File: src/rtl/entrada_i2s_pkg.sv
// Shared I2S definitions: default word width, synchronizer depth, receiver FSM states.
// Latency: n/a (types and constants only).
// Backpressure: n/a.
package entrada_i2s_pkg;

    // Audio word width per channel and synchronizer depth, shared with the I2S transmitter.
    localparam int DATA_W_DEF      = 24;
    localparam int SYNC_STAGES_DEF = 2;

    // ALIGN: waiting for the first left-slot boundary. RECV: collecting slots.
    typedef enum logic {
        ALIGN = 1'b0,
        RECV  = 1'b1
    } i2s_state_t;

    // Bits needed to count 0..w inclusive.
    function automatic int cnt_width(input int w);
        return $clog2(w + 1);
    endfunction

endpackage

File: src/rtl/entrada_i2s_if.sv
// I2S receive bundle: serial inputs from the external master plus the parallel sample outputs.
// Latency: n/a (wiring only).
// Backpressure: none; valid and frame_err are single-cycle strobes with no ready.
// Ports: sclk/lrck/sdin (serial in), l_data/r_data (samples), valid, frame_err (strobes).
interface entrada_i2s_if
    import entrada_i2s_pkg::*;
#(
    parameter int DATA_W = DATA_W_DEF
);
    logic                     sclk;
    logic                     lrck;
    logic                     sdin;
    logic signed [DATA_W-1:0] l_data;
    logic signed [DATA_W-1:0] r_data;
    logic                     valid;
    logic                     frame_err;

    // The side driving the serial lines.
    modport master (
        output sclk, lrck, sdin,
        input  l_data, r_data, valid, frame_err
    );

    // The receiver.
    modport slave (
        input  sclk, lrck, sdin,
        output l_data, r_data, valid, frame_err
    );
endinterface

File: src/rtl/entrada_i2s_sync_edge.sv
// Multi-bit synchronizer; bit 0 also gets a rising-edge detector, upper bits are only synchronized.
// Latency: STAGES clk from input to o_sync/o_rise.
// Backpressure: none.
// Ports: clk, reset (async active-low), i_d (async inputs), o_sync (upper bits synced), o_rise (bit 0 rise).
module entrada_i2s_sync_edge #(
    parameter int W      = 3,
    parameter int STAGES = 2
) (
    input  logic         clk,
    input  logic         reset,
    input  logic [W-1:0] i_d,
    output logic [W-1:1] o_sync,
    output logic         o_rise
);
    logic [W-1:0] r_sync [STAGES];
    logic         r_prev;

    always_ff @(posedge clk or negedge reset) begin
        if (!reset) begin
            for (int i = 0; i < STAGES; i++) begin
                r_sync[i] <= '0;
            end
            r_prev <= 1'b0;
        end else begin
            r_sync[0] <= i_d;
            for (int i = 1; i < STAGES; i++) begin
                r_sync[i] <= r_sync[i-1];
            end
            r_prev <= r_sync[STAGES-1][0];
        end
    end

    // All bits travel through identical stages, so the upper bits are aligned with the edge strobe.
    assign o_sync = r_sync[STAGES-1][W-1:1];
    assign o_rise = r_sync[STAGES-1][0] & ~r_prev;

endmodule

File: src/rtl/entrada_i2s.sv
// I2S slave receiver: oversamples sclk/lrck/sdin on clk, assembles left/right words, emits pairs.
// Latency: valid rises on the 2nd clk after the sclk-rise detect that closes the right slot.
// Backpressure: none; each pair is presented once with a one-clk valid strobe.
// Ports: clk, reset (async active-low), bus (slave modport: serial in, l_data/r_data/valid/frame_err out).
module entrada_i2s
    import entrada_i2s_pkg::*;
#(
    parameter int DATA_W      = DATA_W_DEF,
    parameter int SYNC_STAGES = SYNC_STAGES_DEF
) (
    input  logic         clk,
    input  logic         reset,
    entrada_i2s_if.slave bus
);
    localparam int               CNT_W    = cnt_width(DATA_W);
    localparam logic [CNT_W-1:0] CNT_FULL = CNT_W'(DATA_W);

    logic [2:1] w_sync;
    logic       w_det;
    logic       w_lrck;
    logic       w_sdin;

    i2s_state_t               r_state;
    i2s_state_t               w_state_nxt;
    logic [CNT_W-1:0]         r_cnt;
    logic [CNT_W-1:0]         w_cnt_nxt;
    logic [CNT_W-1:0]         w_cnt_slot;
    logic [DATA_W-1:0]        r_shift;
    logic [DATA_W-1:0]        w_shift_nxt;
    logic [DATA_W-1:0]        w_shift_slot;
    logic [DATA_W-1:0]        r_hold;
    logic                     r_left_ok;
    logic                     r_lrck_prev;
    logic                     w_fin_left;
    logic                     w_fin_right;
    logic signed [DATA_W-1:0] r_l_data;
    logic signed [DATA_W-1:0] r_r_data;
    logic                     r_pair_done;
    logic                     r_valid;
    logic                     r_frame_err;

    // sclk on bit 0 gets the edge detector; lrck and sdin only ride through the same stages.
    entrada_i2s_sync_edge #(
        .W      (3),
        .STAGES (SYNC_STAGES)
    ) u_sync_edge (
        .clk    (clk),
        .reset  (reset),
        .i_d    ({bus.sdin, bus.lrck, bus.sclk}),
        .o_sync (w_sync),
        .o_rise (w_det)
    );

    assign w_lrck = w_sync[1];
    assign w_sdin = w_sync[2];

    // Slot contents after this detect's bit is taken: bits past DATA_W (long slots) are dropped.
    assign w_shift_slot = (r_cnt < CNT_FULL) ? {r_shift[DATA_W-2:0], w_sdin} : r_shift;
    assign w_cnt_slot   = (r_cnt < CNT_FULL) ? r_cnt + CNT_W'(1) : r_cnt;

    always_ff @(posedge clk or negedge reset) begin
        if (!reset) begin
            r_state <= ALIGN;
        end else begin
            r_state <= w_state_nxt;
        end
    end

    always_comb begin
        w_state_nxt = r_state;
        w_cnt_nxt   = r_cnt;
        w_shift_nxt = r_shift;
        w_fin_left  = 1'b0;
        w_fin_right = 1'b0;
        case (r_state)
            ALIGN: begin
                // The bit seen with the 1->0 lrck change is the tail of an unseen right slot.
                if (w_det && r_lrck_prev && !w_lrck) begin
                    w_state_nxt = RECV;
                    w_cnt_nxt   = '0;
                    w_shift_nxt = '0;
                end
            end
            RECV: begin
                if (w_det) begin
                    if (w_lrck != r_lrck_prev) begin
                        // One-bit delay: this bit is the LSB of the slot being closed.
                        w_fin_left  = w_lrck;
                        w_fin_right = !w_lrck;
                        w_cnt_nxt   = '0;
                        w_shift_nxt = '0;
                    end else begin
                        w_cnt_nxt   = w_cnt_slot;
                        w_shift_nxt = w_shift_slot;
                    end
                end
            end
            default: begin
                w_state_nxt = ALIGN;
            end
        endcase
    end

    always_ff @(posedge clk or negedge reset) begin
        if (!reset) begin
            r_cnt       <= '0;
            r_shift     <= '0;
            r_hold      <= '0;
            r_left_ok   <= 1'b0;
            r_lrck_prev <= 1'b0;
            r_l_data    <= '0;
            r_r_data    <= '0;
            r_pair_done <= 1'b0;
            r_valid     <= 1'b0;
            r_frame_err <= 1'b0;
        end else begin
            r_cnt       <= w_cnt_nxt;
            r_shift     <= w_shift_nxt;
            r_pair_done <= 1'b0;
            r_frame_err <= 1'b0;
            // Data registers load first; valid follows one clk later so the pair is already stable.
            r_valid     <= r_pair_done;
            if (w_det) begin
                r_lrck_prev <= w_lrck;
            end
            if (w_fin_left) begin
                if (w_cnt_slot == CNT_FULL) begin
                    r_hold    <= w_shift_slot;
                    r_left_ok <= 1'b1;
                end else begin
                    r_left_ok   <= 1'b0;
                    r_frame_err <= 1'b1;
                end
            end
            if (w_fin_right) begin
                r_left_ok <= 1'b0;
                if (w_cnt_slot == CNT_FULL) begin
                    // A full right slot without a good left partner is dropped silently.
                    if (r_left_ok) begin
                        r_l_data    <= r_hold;
                        r_r_data    <= w_shift_slot;
                        r_pair_done <= 1'b1;
                    end
                end else begin
                    r_frame_err <= 1'b1;
                end
            end
        end
    end

    assign bus.l_data    = r_l_data;
    assign bus.r_data    = r_r_data;
    assign bus.valid     = r_valid;
    assign bus.frame_err = r_frame_err;

endmodule

File: src/flat_wrapper.sv
// flat-port wrapper written by rule: the top's interface ports become plain ports
module entrada_i2s_flat import entrada_i2s_pkg::*;
#(
    parameter int DATA_W      = DATA_W_DEF,
    parameter int SYNC_STAGES = SYNC_STAGES_DEF
)
  (clk, reset, bus_sclk, bus_lrck, bus_sdin, bus_l_data, bus_r_data, bus_valid, bus_frame_err);
  entrada_i2s_if #(.DATA_W(DATA_W)) bus_i ();
  input  logic clk;
  input  logic reset;
  input wire logic [$bits(bus_i.sclk)-1:0] bus_sclk;
  input wire logic [$bits(bus_i.lrck)-1:0] bus_lrck;
  input wire logic [$bits(bus_i.sdin)-1:0] bus_sdin;
  output wire logic [$bits(bus_i.l_data)-1:0] bus_l_data;
  output wire logic [$bits(bus_i.r_data)-1:0] bus_r_data;
  output wire logic [$bits(bus_i.valid)-1:0] bus_valid;
  output wire logic [$bits(bus_i.frame_err)-1:0] bus_frame_err;
  assign bus_i.sclk = bus_sclk;
  assign bus_i.lrck = bus_lrck;
  assign bus_i.sdin = bus_sdin;
  assign bus_l_data = bus_i.l_data;
  assign bus_r_data = bus_i.r_data;
  assign bus_valid = bus_i.valid;
  assign bus_frame_err = bus_i.frame_err;
  entrada_i2s #(.DATA_W(DATA_W), .SYNC_STAGES(SYNC_STAGES)) u_core (.clk(clk), .reset(reset), .bus(bus_i));
endmodule
File: config.mk
export PLATFORM = sky130hd
export DESIGN_NAME = entrada_i2s_flat
export DESIGN_NICKNAME = d
export VERILOG_FILES = /design/src/rtl/entrada_i2s_pkg.sv /design/src/rtl/entrada_i2s_if.sv /design/src/rtl/entrada_i2s_sync_edge.sv /design/src/rtl/entrada_i2s.sv /design/src/flat_wrapper.sv
export SDC_FILE = /design/constraint.sdc
export NUM_CORES = 1
export LEC_CHECK = 0
export CAP_MARGIN = 25
export CORE_MARGIN = 5
export CORE_UTILIZATION = 55
export DETAILED_ROUTE_END_ITERATION = 12
export PLACE_DENSITY = 0.76
export SYNTH_ARGS = -nofsm -noshare
export SYNTH_HDL_FRONTEND = slang
export SYNTH_SLANG_ARGS = --single-unit
File: constraint.sdc
create_clock -name clk -period 2.8 [get_ports clk]
set_clock_uncertainty 0.05 [all_clocks]
set_input_delay 0.56 -clock clk [delete_from_list [all_inputs] [get_ports clk]]
set_output_delay 0.56 -clock clk [all_outputs]
set_load 0.005 [all_outputs]
# [Word-level counts from Yosys, hierarchy flattened]
# Cells that the tools add are included.
[classes] n_bitwise=3 n_reduce_logical=7 n_lt_le_gt_ge=1 mux=28 add_sub_neg=1 eq_ne=4
[ops] cell="$mux W24" count=4
[ops] cell="$pmux W24 S2" count=1
[ops] cell="$mux W5" count=4
[ops] cell="$mux W1" count=18
[ops] cell="$pmux W5 S2" count=1
[ops] cell="$add A5 B1 Y5 const B" count=1
[ops] cell="$eq A5 B5 Y1 const B" count=1
[ops] cell="$lt A5 B5 Y1 const B" count=1
[ops] cell="$ne A2 B1 Y1 const B" count=2
[ops] cell="$reduce_and A2 Y1" count=2
[ops] cell="$reduce_and A3 Y1" count=1
[ops] cell="$logic_and A1 B1 Y1" count=2
[ops] cell="$not A1 Y1" count=2
[ops] cell="$reduce_bool A2 Y1" count=1
[ops] cell="$and A1 B1 Y1" count=1
[ops] cell="$logic_not A1 Y1" count=1
[ops] cell="$ne A1 B1 Y1" count=1
[totals] out_inout_bits=50 ff_bits=114 wordCells=58

# [Longest topological paths before layout]
[depth] depth_word=7 depth_mapped=8 depth_no_buf=6

# [Hierarchy]
# A second synthesis with hierarchy kept.
[unflattened] cells_unflattened=299 area_unflattened_um2=4573.1
[by_module_without_submodules] mod="entrada_i2s" n_inst=1 area_each_um2=4369.2 cells_each=289
[by_module_without_submodules] mod="entrada_i2s_sync_edge" n_inst=1 area_each_um2=203.9 cells_each=10

# [Least setup slack after synthesis]
# Ideal clock, no wire load.
[synth_timing] path_type="register -> register" start="register u_core.r_cnt[0]" end="register u_core.r_r_data[10], in the netlist u_core.bus.r_data[10]" path_slack_ps=832 required_time_ps=2625 arrival_ps=1793 path_stages_with_launch=9 synth_period_minus_slack_ps=1968 n_path_buf=2 path_cell_list="dfrtp_1 -> ha_1 -> nor2b_1 -> mux2i_1 -> nor2_2 -> nand3_2 -> buf_6 -> buf_6 -> mux2_4"
[synth_between] elab_chain_cells=4
[synth_rtl] element="start, declared" line_no="entrada_i2s.sv:25" text="logic [CNT_W-1:0] r_cnt;"
[synth_rtl] element="start signal, assigned" line_no="entrada_i2s.sv:117" text="r_cnt <= w_cnt_nxt;"
[synth_rtl] element="$add A5 B1 Y5 / $lt A5 B5 Y1 (equally long branches)" line_no="entrada_i2s.sv:59, entrada_i2s.sv:58"
[synth_rtl] element="$mux W5" line_no="entrada_i2s.sv:59" text="assign w_cnt_slot = (r_cnt < CNT_FULL) ? r_cnt + CNT_W'(1) : r_cnt;"
[synth_rtl] element="$eq A5 B5 Y1" line_no="entrada_i2s.sv:137" text="if (w_cnt_slot == CNT_FULL) begin"
[synth_rtl] element="$reduce_and A3 Y1 (no line)"
[synth_rtl] element="end signal, assigned" line_no="entrada_i2s.sv:141" text="r_r_data <= w_shift_slot;"
[synth_rtl] element="end, declared" line_no="entrada_i2s.sv:37" text="logic signed [DATA_W-1:0] r_r_data;"
# Several ways; a longest one is shown, not always the timed one.
# A chain may end at the register's enable or synchronous reset.

# [Worst setup path in the final report]
[layout_timing] start="register u_core.r_cnt[0]" end="register u_core.r_hold[20]"
[layout_between] elab_chain_cells=4
[layout_rtl] element="$add A5 B1 Y5 / $lt A5 B5 Y1 (equally long branches)" line_no="entrada_i2s.sv:59, entrada_i2s.sv:58"
[layout_rtl] element="$mux W5" line_no="entrada_i2s.sv:59"
[layout_rtl] element="$eq A5 B5 Y1" line_no="entrada_i2s.sv:127" text="if (w_cnt_slot == CNT_FULL) begin"
[layout_rtl] element="$reduce_and A2 Y1 (no line)"
[layout_rtl] element="end signal, assigned" line_no="entrada_i2s.sv:128" text="r_hold <= w_shift_slot;"
[layout_rtl] element="end, declared" line_no="entrada_i2s.sv:31" text="logic [DATA_W-1:0] r_hold;"
# Several ways; a longest one is shown, not always the timed one.

==> out/results.ini <==
[status]
status = finished clean

[synthesis]
ys_types = 32
yosys.area.top_type = dfrtp_1
netlist_area_sq_um = 4640
avgSynthCellArea_sq_um = 15.5
netlist_instances = 300
yosys_warnings = 0
synth_seq_area_share_pct = 61.4
ys_seq_elements = 114
netlist_top_cells_area = dfrtp_1 (61%), mux2_2 (18%), mux2_4 (6.5%)
syn-num-nets = 308
synth.top_cell.area_share_pct = 61.4

[sta]
tns_ps = 0
worst_slack_ps = 477
hold_ws_ps = 295
max_freq_mhz = 430
fin_crit_sh_pct = 83.0
setup_viol = 0
maxSlewHeadroom_pct = 61.7
rsz0062_at_grt = no
worstMarginPinSlew_ps = 574
slew_viol_final = 0
final.min_clock_period_ps = 2320
finalHoldViolCount = 0

[place]
pre_cts_ws_ps = 496
portBuffers = 54
hpwl_microns = 5060
place_congestion = 0.728

[cts]
clock_path_buffers = 2
htreeDepth = 4
numCtsBuffers = 17
clkSinkCount = 114
cts_tree = built
cts-resized-gates = 0
worstSkewPairLatency_ps = 500
path_clk_slew_ps = 50
root_buffer = clkbuf_8

[floorplan]
fp-row-count = 33
ios = 55
initial_core_util_pct = 56.5
coreArea_sq_um = 8220
die-area_sq_um = 10400
fp.dieW_microns = 102
die_y_microns = 102

[critical_path]
path_class = reg2reg
cpPeakStageDelay_ps = 480
crit_fanout = 25
critical_path_arrival_ps = 2650
worstPathCellList = ha_1 > nor2b_1 > mux2i_1 > nor2_2 > nand4_4 > mux2_1
worst_path_max_delay_cell = mux2_1
reg2regPathDepth = 6
endpoint_kind = register
cp.required_ps = 3130
start_kind = register

[final_layout]
multi_input_area_sq_um = 1680
num-fill-cells = 544
drive_above_1_share_pct = 37.2
areaGrowthSynthToFinish_pct = 27.0
diodes = 0
fin_util_pct = 71.8
finalNetCount = 374
regArea_sq_um = 2850

[drt]
antenna_left = 0
drtIter0Drc = 69
viasPerCell = 5.48
wirelength_microns = 8290
vias = 2650
wl_per_cell_microns = 17.1
drc = 0
firstDrtPassIters = 5

[power]
vdd_drop_max_uv = 526
powerDensity_nw_per_um2 = 695
p_leak_nw = 2.94

[grt]
grt_start_max_net_pins = 54
grt_use_met1_pct = 23.4
antenna_found_initial = 0
grt_pass1_wl_microns = 14200
use_met2_pct = 28.3
grt_pass1_vias = 2855
grt_busiest_layer = met2
grt_usage_pct = 17.7
grt_use_met3_pct = 5.67
gr-total-overflow = 0

[worst_hold_path]
min_path_type = reg2reg
hold_depth = 0

[flow_run]
maxCapViolations = 0

[power breakdown]
part	switching (mW)	total [mW]	leakage [nW]	internal [mW]
registers	0.0519	1.75	1.57	1.69
clock network	0.737	2.13	0.282	1.40
logic	0.131	0.219	1.10	0.0885
[Yosys cell counts]
master,instances
a21boi_0,1
a21o_1,1
a21oi_1,5
a22o_1,24
a31o_2,1
a31oi_1,2
a41oi_1,1
and2_1,1
and3_1,3
and3b_1,1
buf_1,1
buf_2,5
buf_6,5
clkbuf_1,5
dfrtp_1,114
ha_1,3
inv_1,4
mux2_1,1
mux2_2,75
mux2_4,20
mux2i_1,2
nand2_1,4
nand2b_1,2
nand3_1,2
nand3_2,1
nand4_4,1
nor2_1,4
nor2_2,1
nor2b_1,2
o21ai_0,6
o21ai_1,1
or3_1,1
[final timing paths]
path	slack, ps	from	end
min reg2reg	290	u_core.u_sync_edge.r_sync[5]$_DFF_PN0_	u_core.u_sync_edge.o_sync[2]$_DFF_PN0_
max reg2reg	480	u_core.r_cnt[0]$_DFFE_PN0P_	u_core.r_hold[20]$_DFFE_PN0P_
max in group asynchronous	1440	reset	u_core.u_sync_edge.o_sync[2]$_DFF_PN0_
min	290	u_core.u_sync_edge.r_sync[5]$_DFF_PN0_	u_core.u_sync_edge.o_sync[2]$_DFF_PN0_
min in group asynchronous	490	reset	u_core.bus.l_data[2]$_DFFE_PN0P_
max	480	u_core.r_cnt[0]$_DFFE_PN0P_	u_core.r_hold[20]$_DFFE_PN0P_
[placed cells by master, fill, tap and decap left out, types with 2 or more instances in the layout]
cell             count
dfrtp_1            114
mux2_2              75
clkdlybuf4s50_1     53
a22o_1              24
mux2_4              20
clkbuf_16           16
buf_4                8
o21ai_0              6
a21oi_1              5
clkinvlp_4           5
inv_1                4
nor2_1               4
nand2_1              4
and3_1               3
ha_1                 3
clkbuf_8             3
clkinv_2             3
bufinv_16            3
nor2b_1              2
nand2b_1             2
mux2i_1              2
a31oi_1              2
nand3_1              2
clkinv_4             2
[sequential cells by signal, summed over array words and instances, names as in the netlist, 2 cells and up]
| register | cells |
|---|---|
| u_core.r_cnt | 5 |
| u_core.r_shift | 24 |
| u_core.bus.r_data | 24 |
| u_core.u_sync_edge.o_sync | 2 |
| u_core.bus.l_data | 24 |
| u_core.r_hold | 24 |
| u_core.u_sync_edge.r_sync | 4 |
[metal layers]
layer	routed length, microns	part of all wire (%)
met5	0	0
met4	45	0.54
met3	349	4.2
met2	4120	50
met1	3770	45
[metrics by stage]
step,std cells,area [sq um],power [mW]
after detailed placement,451,5290,1.98
after CTS,484,5900,4.13
after global routing,484,5900,4.24
after floorplan,300,4640,1.89
final,484,5900,4.10
after global placement,451,5290,1.97
[worst max-delay path: cells and delay by family, from the launching register on]
kind                     cells  cell delay, ps
AND/OR/NAND/NOR              3             770
multiplexers                 2             570
flip-flops                   1             450
adder cells (fa/ha/maj)      1             350
[what timing repair did]
item / 4_1_cts / 5_1_grt
hold buffers: 1 / 0
buffers inserted: 0 / 0
hold endpoints to repair: 28 / 0
[cell type report]
class | count | area share, %
clock buffers | 19 | 7.49
multi-input cells | 166 | 28.4
well taps | 105 | 2.23
inverters | 4 | 0.255
clock inverters | 13 | 2.72
repair buffers | 63 | 10.5
flip-flops and latches | 114 | 48.4
[logic make-up after synthesis]
kind of cell | Yosys count | synth area share [%]
buf+inv | 20 | 2.56
fa+ha+maj | 3 | 0.808
flops | 114 | 61.4
mux | 98 | 25.3
simple gates | 23 | 3.07
compound gates | 42 | 6.79
Note: power is estimated with default switching activity, not from simulation.
